**config.mk**
```make
export PLATFORM = sky130hd
export DESIGN_NAME = stochastic_adc_offset_cal
export DESIGN_NICKNAME = d
export VERILOG_FILES = /design/src/rtl/stochastic_adc_cal_pkg.sv /design/src/rtl/adc_cal_accumulator.sv /design/src/rtl/stochastic_adc_offset_cal.sv
export SDC_FILE = /design/constraint.sdc
export NUM_CORES = 1
export LEC_CHECK = 0
export BUFFER_PORTS_ARGS = -buffer_cell sky130_fd_sc_hd__buf_2
export CAP_MARGIN = 25
export CORE_MARGIN = 2
export CORE_UTILIZATION = 25
export CTS_BUF_LIST = sky130_fd_sc_hd__clkbuf_2
export CTS_CLUSTER_DIAMETER = 120
export DETAILED_ROUTE_END_ITERATION = 8
export PLACE_DENSITY_LB_ADDON = 0.12
export SLEW_MARGIN = 20
export SYNTH_ARGS = -nofsm -noshare
export SYNTH_HDL_FRONTEND = slang
export SYNTH_SLANG_ARGS = --single-unit
```
**constraint.sdc**
```tcl
create_clock -name clk_adder -period 5.48 [get_ports clk_adder]
set_clock_uncertainty 0.1 [all_clocks]
set_input_delay 1.37 -clock clk_adder [delete_from_list [all_inputs] [get_ports clk_adder]]
set_output_delay 1.37 -clock clk_adder [all_outputs]
set_load 0.02 [all_outputs]
```
**src/rtl/stochastic_adc_cal_pkg.sv**
```systemverilog
// Shared types and helpers for the stochastic ADC offset calibration slice.
// Optional PFD self-test states are only reachable with STOCH_ADC_CAL_PFD_SELFTEST_EN.
package stochastic_adc_cal_pkg;

   typedef enum logic [3:0] {
      ST_IDLE,
      ST_PFD_SET,
      ST_PFD_ACC,
      ST_SET_A,
      ST_ACC_A,
      ST_SET_B,
      ST_ACC_B,
      ST_UPDATE,
      ST_DONE
   } cal_state_t;

   // Midpoint of the default 5-bit V2T trim range
   localparam int TRIM_MID_DEFAULT = 16;

   // Sign-magnitude (sign=1 positive) to two's complement; caller sizes the result
   function automatic int sm2tc(input int mag, input logic sign);
      return sign ? mag : -mag;
   endfunction

endpackage

```
**src/rtl/adc_cal_accumulator.sv**
```systemverilog
// Signed sample accumulator: sums exactly 2**Navg enabled samples after a clear,
// then raises full and ignores further enables until the next clear.
module adc_cal_accumulator #(
   parameter int Nadc = 8,
   parameter int Navg = 8
) (
   input  logic               clk_adder,
   input  logic               rstb,
   input  logic               clr,
   input  logic               en,
   input  logic [Nadc:0]      sample,
   output logic [Nadc+Navg:0] sum,
   output logic               full
);

   logic [Nadc+Navg:0] sum_reg;
   logic [Navg:0]      cnt_reg;

   // Counter MSB marks that 2**Navg samples have been taken
   assign full = cnt_reg[Navg];
   assign sum  = sum_reg;

   always_ff @(posedge clk_adder or negedge rstb) begin
      if (!rstb) begin
         sum_reg <= '0;
         cnt_reg <= '0;
      end else if (clr) begin
         sum_reg <= '0;
         cnt_reg <= '0;
      end else if (en && !full) begin
         sum_reg <= sum_reg + {{Navg{sample[Nadc]}}, sample};
         cnt_reg <= cnt_reg + 1'b1;
      end
   end

endmodule

```
**src/rtl/stochastic_adc_offset_cal.sv**
```systemverilog
// Chopped offset measurement and V2T trim stepping for one stochastic ADC slice.
// Define STOCH_ADC_CAL_PFD_SELFTEST_EN to add the PFD self-test pass and pfd_offset port.
module stochastic_adc_offset_cal
   import stochastic_adc_cal_pkg::*;
#(
   parameter int Nadc     = 8,
   parameter int Nctl_v2t = $clog2(TRIM_MID_DEFAULT) + 1,
   parameter int Navg     = 8,
   parameter int Nsettle  = 8,
   parameter int Niter    = 6
) (
   input  logic                clk_adder,
   input  logic                rstb,
   input  logic                start,
   input  logic                abort,
   input  logic [Nadc-1:0]     adder_out,
   input  logic                sign_out,
   input  logic [Nadc-1:0]     tol,
   input  logic [Niter-1:0]    max_iter,
   input  logic [Nctl_v2t-1:0] trim_p_init,
   input  logic [Nctl_v2t-1:0] trim_n_init,
   output logic [Nctl_v2t-1:0] ctl_v2t_p,
   output logic [Nctl_v2t-1:0] ctl_v2t_n,
   output logic                en_TDC_phase_reverse,
   output logic [1:0]          sel_PFD_in,
   output logic                busy,
   output logic                done,
   output logic                fail,
   output logic [Nadc:0]       offset_est
`ifdef STOCH_ADC_CAL_PFD_SELFTEST_EN
   ,
   output logic [Nadc:0]       pfd_offset
`endif
);

   localparam int SETTLE_W = $clog2(Nsettle + 1);
   localparam logic [Nctl_v2t-1:0] TRIM_MID = {1'b1, {(Nctl_v2t-1){1'b0}}};
   localparam logic [Nctl_v2t-1:0] TRIM_MAX = {Nctl_v2t{1'b1}};

   cal_state_t          state_reg, state_next;
   logic [SETTLE_W-1:0] settle_cnt_reg;
   logic [Niter-1:0]    iter_reg, iter_next;
   logic [Nctl_v2t-1:0] trim_p_reg, trim_p_next;
   logic [Nctl_v2t-1:0] trim_n_reg, trim_n_next;
   logic                done_reg, done_next;
   logic                fail_reg, fail_next;
   logic [Nadc:0]       est_reg, est_next;
   logic [Nadc:0]       s_reg;

   logic                settle_done;
   logic                acc_a_clr, acc_a_en, acc_a_full;
   logic                acc_b_clr, acc_b_en, acc_b_full;
   logic signed [Nadc+Navg:0]   acc_a_sum, acc_b_sum;
   logic signed [Nadc+Navg+1:0] sum_ab;
   logic signed [Nadc:0]        est_now;
   logic signed [Nadc+1:0]      est_ext, tol_pos, tol_neg;
   logic                        est_within, est_high;

   // Registered sign-magnitude to two's complement conversion of the ADC output
   always_ff @(posedge clk_adder or negedge rstb) begin
      if (!rstb) begin
         s_reg <= '0;
      end else begin
         s_reg <= (Nadc+1)'(sm2tc(int'(adder_out), sign_out));
      end
   end

   assign acc_a_clr = (state_reg == ST_SET_A) || (state_reg == ST_PFD_SET);
   assign acc_a_en  = (state_reg == ST_ACC_A) || (state_reg == ST_PFD_ACC);
   assign acc_b_clr = (state_reg == ST_SET_B);
   assign acc_b_en  = (state_reg == ST_ACC_B);

   adc_cal_accumulator #(.Nadc(Nadc), .Navg(Navg)) u_acc_a (
      .clk_adder (clk_adder),
      .rstb      (rstb),
      .clr       (acc_a_clr),
      .en        (acc_a_en),
      .sample    (s_reg),
      .sum       (acc_a_sum),
      .full      (acc_a_full)
   );

   adc_cal_accumulator #(.Nadc(Nadc), .Navg(Navg)) u_acc_b (
      .clk_adder (clk_adder),
      .rstb      (rstb),
      .clr       (acc_b_clr),
      .en        (acc_b_en),
      .sample    (s_reg),
      .sum       (acc_b_sum),
      .full      (acc_b_full)
   );

   // Average over both chop phases; the shift floors toward -inf
   assign sum_ab     = $signed({acc_a_sum[Nadc+Navg], acc_a_sum}) +
                       $signed({acc_b_sum[Nadc+Navg], acc_b_sum});
   assign est_now    = (Nadc+1)'(sum_ab >>> (Navg + 1));
   assign est_ext    = {est_now[Nadc], est_now};
   assign tol_pos    = $signed({2'b00, tol});
   assign tol_neg    = -tol_pos;
   assign est_within = (est_ext <= tol_pos) && (est_ext >= tol_neg);
   assign est_high   = (est_ext > tol_pos);

   assign settle_done = (settle_cnt_reg == SETTLE_W'(Nsettle - 1));

`ifdef STOCH_ADC_CAL_PFD_SELFTEST_EN
   logic [Nadc:0] pfd_reg, pfd_next;
   always_ff @(posedge clk_adder or negedge rstb) begin
      if (!rstb) begin
         pfd_reg <= '0;
      end else begin
         pfd_reg <= pfd_next;
      end
   end
   assign pfd_offset = pfd_reg;
   // Both PFD inputs share one clock for exactly the settle plus sample window
   assign sel_PFD_in = ((state_reg == ST_PFD_SET) ||
                        ((state_reg == ST_PFD_ACC) && !acc_a_full)) ? 2'b11 : 2'b00;
`else
   assign sel_PFD_in = 2'b00;
`endif

   always_ff @(posedge clk_adder or negedge rstb) begin
      if (!rstb) begin
         state_reg      <= ST_IDLE;
         settle_cnt_reg <= '0;
         iter_reg       <= '0;
         trim_p_reg     <= TRIM_MID;
         trim_n_reg     <= TRIM_MID;
         done_reg       <= 1'b0;
         fail_reg       <= 1'b0;
         est_reg        <= '0;
      end else begin
         state_reg <= state_next;
         if (state_next != state_reg) begin
            settle_cnt_reg <= '0;
         end else if (!settle_done) begin
            settle_cnt_reg <= settle_cnt_reg + 1'b1;
         end
         iter_reg   <= iter_next;
         trim_p_reg <= trim_p_next;
         trim_n_reg <= trim_n_next;
         done_reg   <= done_next;
         fail_reg   <= fail_next;
         est_reg    <= est_next;
      end
   end

   always_comb begin
      state_next  = state_reg;
      iter_next   = iter_reg;
      trim_p_next = trim_p_reg;
      trim_n_next = trim_n_reg;
      done_next   = done_reg;
      fail_next   = fail_reg;
      est_next    = est_reg;
`ifdef STOCH_ADC_CAL_PFD_SELFTEST_EN
      pfd_next    = pfd_reg;
`endif
      if (abort) begin
         state_next = ST_IDLE;
         done_next  = 1'b0;
         fail_next  = 1'b0;
      end else begin
         case (state_reg)
            ST_IDLE, ST_DONE: begin
               if (start) begin
                  trim_p_next = trim_p_init;
                  trim_n_next = trim_n_init;
                  iter_next   = '0;
                  done_next   = 1'b0;
                  fail_next   = 1'b0;
`ifdef STOCH_ADC_CAL_PFD_SELFTEST_EN
                  state_next  = ST_PFD_SET;
`else
                  state_next  = ST_SET_A;
`endif
               end
            end
`ifdef STOCH_ADC_CAL_PFD_SELFTEST_EN
            ST_PFD_SET: if (settle_done) state_next = ST_PFD_ACC;
            ST_PFD_ACC: begin
               if (acc_a_full) begin
                  pfd_next   = (Nadc+1)'(acc_a_sum >>> Navg);
                  state_next = ST_SET_A;
               end
            end
`endif
            ST_SET_A: if (settle_done) state_next = ST_ACC_A;
            ST_ACC_A: if (acc_a_full)  state_next = ST_SET_B;
            ST_SET_B: if (settle_done) state_next = ST_ACC_B;
            ST_ACC_B: if (acc_b_full)  state_next = ST_UPDATE;
            ST_UPDATE: begin
               est_next = est_now;
               if (est_within) begin
                  state_next = ST_DONE;
                  done_next  = 1'b1;
                  fail_next  = 1'b0;
               end else if (iter_reg == max_iter) begin
                  state_next = ST_DONE;
                  done_next  = 1'b1;
                  fail_next  = 1'b1;
               end else if (est_high ? (trim_p_reg == '0 || trim_n_reg == TRIM_MAX)
                                     : (trim_p_reg == TRIM_MAX || trim_n_reg == '0)) begin
                  // A trim is pinned at its rail, so stepping cannot reduce the offset
                  state_next = ST_DONE;
                  done_next  = 1'b1;
                  fail_next  = 1'b1;
               end else begin
                  trim_p_next = est_high ? trim_p_reg - 1'b1 : trim_p_reg + 1'b1;
                  trim_n_next = est_high ? trim_n_reg + 1'b1 : trim_n_reg - 1'b1;
                  iter_next   = iter_reg + 1'b1;
                  state_next  = ST_SET_A;
               end
            end
            default: state_next = ST_IDLE;
         endcase
      end
   end

   assign ctl_v2t_p            = trim_p_reg;
   assign ctl_v2t_n            = trim_n_reg;
   assign en_TDC_phase_reverse = (state_reg == ST_SET_B) || (state_reg == ST_ACC_B);
   assign busy                 = (state_reg != ST_IDLE) && (state_reg != ST_DONE);
   assign done                 = done_reg;
   assign fail                 = fail_reg;
   assign offset_est           = est_reg;

endmodule

```
After elaboration in Yosys (flattened, before gate mapping)
Index checks and enable logic that the tools add are counted.

word-level totals
  register bits after elaboration = 96
  input bits = 37
  output and inout port bits = 25
  word-level logic and storage cells = 122

cells by class
  $add $sub $neg = 13
  magnitude comparators = 3
  equal/unequal tests = 21
  multiplexer cells = 48
  bitwise gates (word level) = 1
  reductions and logical operators = 23

operators by type and width
  kind                                                  count
  two-way mux 17 bit                                    4
  two-way mux 5 bit                                     10
  two-way mux 9 bit                                     5
  two-way mux 4 bit                                     11
  adder 17 bit                                          2
  two-way mux 6 bit                                     4
  case mux 4 bit (6 select lines)                       1
  equality test 4 x 3 -> 1 bit (second input constant)  5
  case mux 5 bit (2 select lines)                       2
  adder 17 x 17 -> 18 bit                               1
  adder 9 x 1 -> 9 bit (second input constant)          2
  case mux 6 bit (2 select lines)                       1
  adder 5 x 1 -> 5 bit (second input constant)          2
  equality test 5 bit (second input constant)           2
  >= comparator 9 x 10 -> 1 bit                         1
  zero test 5 bit                                       2
  negator 8 -> 10 bit                                   1
  subtractor 5 x 1 -> 5 bit (second input constant)     2
  > comparator 9 bit                                    1
  less-or-equal comparator 9 bit                        1
  negator 8 -> 9 bit                                    1
  equality test 4 x 2 -> 1 bit (second input constant)  2
  two-way mux 1 bit                                     8
  inequality test 2 bit (second input constant)         4
  other kinds (23)                                      34

Logic depth before layout (Yosys ltp)
  word-level depth = 10
  gate-level depth with buffers = 26
  mapped depth without buffers = 25

By module
A second synthesis with hierarchy kept.

unflattened totals
  cells, all modules = 892
  area, all modules = 7726.2 sq um

by module, submodules not included
  module                         instances  cells each  area an instance (sq um)  sequential area each (sq um)
  stochastic_adc_offset_cal      1          454         3938.8                    1103.6
  adc_cal_accumulator (u_acc_a)  1          227         1935.6                    650.6
  adc_cal_accumulator (u_acc_b)  1          211         1851.8                    650.6

Least setup slack after synthesis
Ideal clock, no wire load.

  kind = reg2reg
  start point = reg u_acc_a.sum_reg[1], in the netlist u_acc_a.sum[1]
  end point = reg trim_n_reg[4], in the netlist ctl_v2t_n[4]
  setup time = 0.073 ns
  arrival time = 4.716 ns
  required time = 5.307 ns
  slack = 0.591 ns
  stages on the path, launching flop included = 24
  path buffers = 1
  clock period less this slack = 4.889 ns
  cells stage by stage = dfrtp_1 -> ha_1 -> a311o_1 -> a21oi_4 -> o221ai_2 -> o211ai_2 -> a21boi_1 -> o21ai_0 -> nand2b_1 -> a21oi_1 -> xnor2_1 -> ha_1 -> nand4_1 -> nor3_1 -> a2bb2oi_1 -> and2_1 -> buf_6 -> inv_1 -> fa_1 -> a21o_1 -> a21oi_1 -> and3b_1 -> o31ai_1 -> o2bb2ai_1

on the way
  word-level cells in the longest chain between the ends = 7
  elaborated cells between the ends (all ways) = 14
  classes of those cells = 1 x add/sub; 3 x order compare; 2 x eq/ne; 6 x mux; 2 x reduce/logical

ends and longest elaborated chain
  item                             line                              RTL
  start, declared                  adc_cal_accumulator.sv:16         logic [Nadc+Navg:0] sum_reg;
  start signal, assigned           adc_cal_accumulator.sv:31         sum_reg <= sum_reg + {{Navg{sample[Nadc]}}, sample};
  adder 17 x 17 -> 18 bit *        stochastic_adc_offset_cal.sv:94   assign sum_ab = $signed({acc_a_sum[Nadc+Navg], acc_a_sum}) +
  via sum_ab[16]                   stochastic_adc_offset_cal.sv:54   logic signed [Nadc+Navg+1:0] sum_ab;
  > comparator 9 bit               stochastic_adc_offset_cal.sv:101  assign est_high = (est_ext > tol_pos);
  two-way mux 5 bit                stochastic_adc_offset_cal.sv:210  trim_n_next = est_high ? trim_n_reg + 1'b1 : trim_n_reg - 1'b1;
  two-way mux 5 bit                stochastic_adc_offset_cal.sv:202  end else if (est_high ? (trim_p_reg == '0 || trim_n_reg == TRIM_MAX)
  two-way mux 5 bit                stochastic_adc_offset_cal.sv:198  end else if (iter_reg == max_iter) begin
  two-way mux 5 bit                stochastic_adc_offset_cal.sv:194  if (est_within) begin
  case mux 5 bit (2 select lines)  stochastic_adc_offset_cal.sv:164  case (state_reg)
  end signal, assigned             stochastic_adc_offset_cal.sv:141  trim_n_reg <= trim_n_next;
  end, declared                    stochastic_adc_offset_cal.sv:44   logic [Nctl_v2t-1:0] trim_n_reg, trim_n_next;

Mark *: on every way through the listed nets, which the timed path passes. The rest lies on a longest branch. The select of a mux whose other input is x is not followed.
A chain may end at the register's enable or synchronous reset.

Worst setup path after layout
Same ends and word-level chain as after synthesis.

==> summary.txt <==
STA
  – Setup TNS: 0 ns
  – Final Hold Viols: 0
  – Maximum clock frequency: 198.4 MHz
  – Final Critical Period: 5.039 ns
  – Fin crit share: between 90% and 100%
  – # setup viols final: 0
  – Fin. max-slew vios: 0
  – Worst-Margin Slew: 0.9438 ns
  – Slew HR: 36.93%
  – Worst hold slack: 0.4279 ns

CTS
  – CTS root buf: clkbuf_2
  – Clk pin slew, worst setup/hold paths: 0.33 ns
  – CTS Buffer Depth: 2
  – Num CTS Buffers: 9
  – TritonCTS clock tree: yes
  – Worst skew pair latency: 0.65 ns
  – Clock sink count: 96
  – H-tree depth: 3
  – Cts hold-fix bufs: 0

Synthesis
  – Syn Area/Cell: 8.831 um^2
  – Count leader, synth: dfrtp_1
  – FF+latch count, synth: 96
  – Top FF cell, synth: dfrtp_1
  – Top-area cell type share of the netlist area: 32.25%
  – Sequential share of the synthesized area: 32.97%
  – Mapped Area: 7294 um^2
  – EDFF count, synth: 0
  – Fraction of registers with async set/reset: 100.0%
  – Synth warnings: 0
  – Commonest cells post-synth: dfrtp_1 (94), ha_1 (74), nand2_1 (68), a21oi_1 (66), nor2_1 (63)
  – Library cells used by synthesis: 73
  – Area contributors post-synth: dfrtp_1 (32%), ha_1 (13%), a21oi_1 (4.5%)
  – Cells after Synth: 826
  – Cell taking the most area after synthesis: dfrtp_1

Drt
  – Drt wl/cell: between 10 and 15 um
  – Post-route ant nets: 0
  – Post-Route WL: roughly 19 mm
  – 1st-iter DRT viols: 240
  – Via density: 4.768
  – # DRC: 0
  – TritonRoute pass-1 iters: 4
  – Vias: between 6000 and 7000

Floorplan
  – Die Span Y: about 170 um
  – Initial Utilization: between 20% and 30%
  – Width of the die: 174.8 um
  – # rows: 62
  – Die ar.: 30560 um^2
  – I/O pins: 62
  – Core region area: 28700 um^2

Finish
  – Area growth syn-to-layout: 13.64%
  – Final Non-Filler Cells: 1276
  – Post-route cell area: 8289 um^2
  – # nets final: 1000
  – Fraction of layout cells with a size suffix above 1: 14.94%
  – Fillcell total: 3088

Global routing
  – GRT Overall Usage: 12.94%
  – Initial antenna violation count: 1
  – Largest net degree at the start of global routing: roughly 70
  – First-pass GRT wire length: 32.04 mm
  – Number of global-route vias before repair: between 6000 and 7000
  – Total grt overflow: 0

Setup path
  – Arr. time, crit path: 5.54 ns
  – Worst setup SP type: register
  – Largest fanout on the critical path: 5
  – Setup crit end kind: register
  – Setup CP Type: reg2reg
  – Worst Path Required: 5.98 ns

Outcome
  – Status: complete, no violations

Hold path
  – HP Class: reg2reg

Placed design
  – Placed Cells: 1251
  – Placer Congestion: roughly 0.77
  – Dpl cell area: 8043 um^2
  – Dpl hpwl: 14.22 mm
  – PortBufs: 59

Power and ir drop
  – Static leakage: 3.861 nW
  – Peak supply drop: ~130 uV
  – PwrDens: 317.1 nW/um^2

Run
  – Max cap viols: 0
==> timing repair <==
item / 4_1_cts / 5_1_grt
gates resized for setup: 0 / 11
endpoints found under the setup margin: 0 / 4
setup buffers: 0 / 5
hold endpoints to repair: 0 / 0
==> placed cells by master, fill, tap and decap left out, drive strengths merged, types with 6 or more instances in the layout <==
cell type  count
nand2         68
a21o          16
buf           75
nand4         13
o31ai          8
a21oi         68
xor2          29
or3           12
or2            6
ha            74
nor2b          6
nand2b        13
nand3         38
dfrtp         94
nor3          24
clkbuf        10
o22ai          7
or4            7
and2          11
nor2          63
o21a           7
a31oi          6
and3          10
inv           34
mux2i         10
xnor2         33
mux2          10
o21ai         69
==> where the power goes <==
group          switching [mW]  total [mW]  leakage [nW]  internal (mW)
Combinational           0.709        1.27          2.52          0.564
Clock                   0.305       0.421        0.0730          0.116
Sequential              0.123       0.934          1.27          0.811
==> worst paths after layout <==
| path | startpoint | depth (start not counted) | to | slack [ns] |
|---|---|---|---|---|
| hold reg to reg | u_acc_a.sum[16]$_DFFE_PN0P_ | 1 | u_acc_a.sum[16]$_DFFE_PN0P_ | 0.43 |
| setup / recovery | u_acc_a.sum[1]$_DFFE_PN0P_ | 22 | ctl_v2t_n[4]$_DFFE_PN1P_ | 0.44 |
| hold / removal | u_acc_a.sum[16]$_DFFE_PN0P_ | 1 | u_acc_a.sum[16]$_DFFE_PN0P_ | 0.43 |
| min in group asynchronous | rstb | 1 | u_acc_a.cnt_reg[4]$_DFFE_PN0P_ | 0.50 |
| setup reg to reg | u_acc_a.sum[1]$_DFFE_PN0P_ | 22 | ctl_v2t_n[4]$_DFFE_PN1P_ | 0.44 |
| max in group asynchronous | rstb | 2 | u_acc_a.sum[1]$_DFFE_PN0P_ | 3.95 |
==> worst max-delay path: stages, from the launching register on <==
cell and delay, ns:
dfrtp_2 0.51, ha_1 0.29, a311o_1 0.30, a21oi_4 0.18
o221ai_2 0.14, o211ai_2 0.24, a21boi_2 0.10, o21ai_1 0.13
nand2b_1 0.13, a21oi_2 0.17, xnor2_1 0.12, ha_1 0.31
nand4_1 0.14, nor3_4 0.20, a2bb2oi_2 0.22, and2_1 0.20
inv_1 0.14, fa_1 0.42, a21o_1 0.17, a21oi_1 0.26
and3b_1 0.21, o31ai_1 0.20, o2bb2ai_1 0.15
==> metal layers <==
| layer | vias to the layer above | wire length [um] | share of wire, % | GRT usage [%] |
|---|---|---|---|---|
| met3 | 11 | 562 | 3.0 | 2.589 |
| met4 | 0 | 119 | 0.63 | 1.840 |
| met2 | 74 | 8615 | 45 | 21.20 |
| met5 | - | 0 | 0 | 0 |
| met1 | 2874 | 9685 | 51 | 18.01 |
| li1 | 3125 | - | - | - |
==> kinds of logic (layout without fill, tap and decap cells) <==
logic type,Yosys count,after routing,synth area share [%]
and+or+nand+nor,287,287,19.74
AOI/OAI and AO/OA,222,222,19.38
DFF,96,96,32.97
adders and majority gates,79,79,13.93
xor gates and xnor gates,62,62,7.444
buffers and inverters,59,122,3.293
muxes,20,20,3.190
other,1,4,0.05141
==> stage by stage <==
step	util (%)	setup WS, ns	total power, mW
after detailed placement	28.02	0.1948	2.194
after floorplan	-	0.5906	1.877
after global routing	28.88	-0.03345	2.897
after CTS	28.47	0.1370	2.637
final	28.88	0.4409	2.628
after global placement	27.92	0.2900	2.212
==> area by class of cell <==
| class | instances | area [um^2] | area share [%] |
|---|---|---|---|
| Tap cell | 384 | 480.5 | 5.796 |
| Multi-Input combinational cell | 672 | 4708 | 56.80 |
| Clock buffer | 9 | 45.04 | 0.5434 |
| Sequential cell | 96 | 2406 | 29.03 |
| Antenna cell | 2 | 5.005 | 0.06038 |
| Clock inverter | 7 | 85.08 | 1.026 |
| Inverter | 30 | 112.6 | 1.358 |
| Timing Repair Buffer | 76 | 446.7 | 5.389 |
Power figures use the tool's default switching activity.
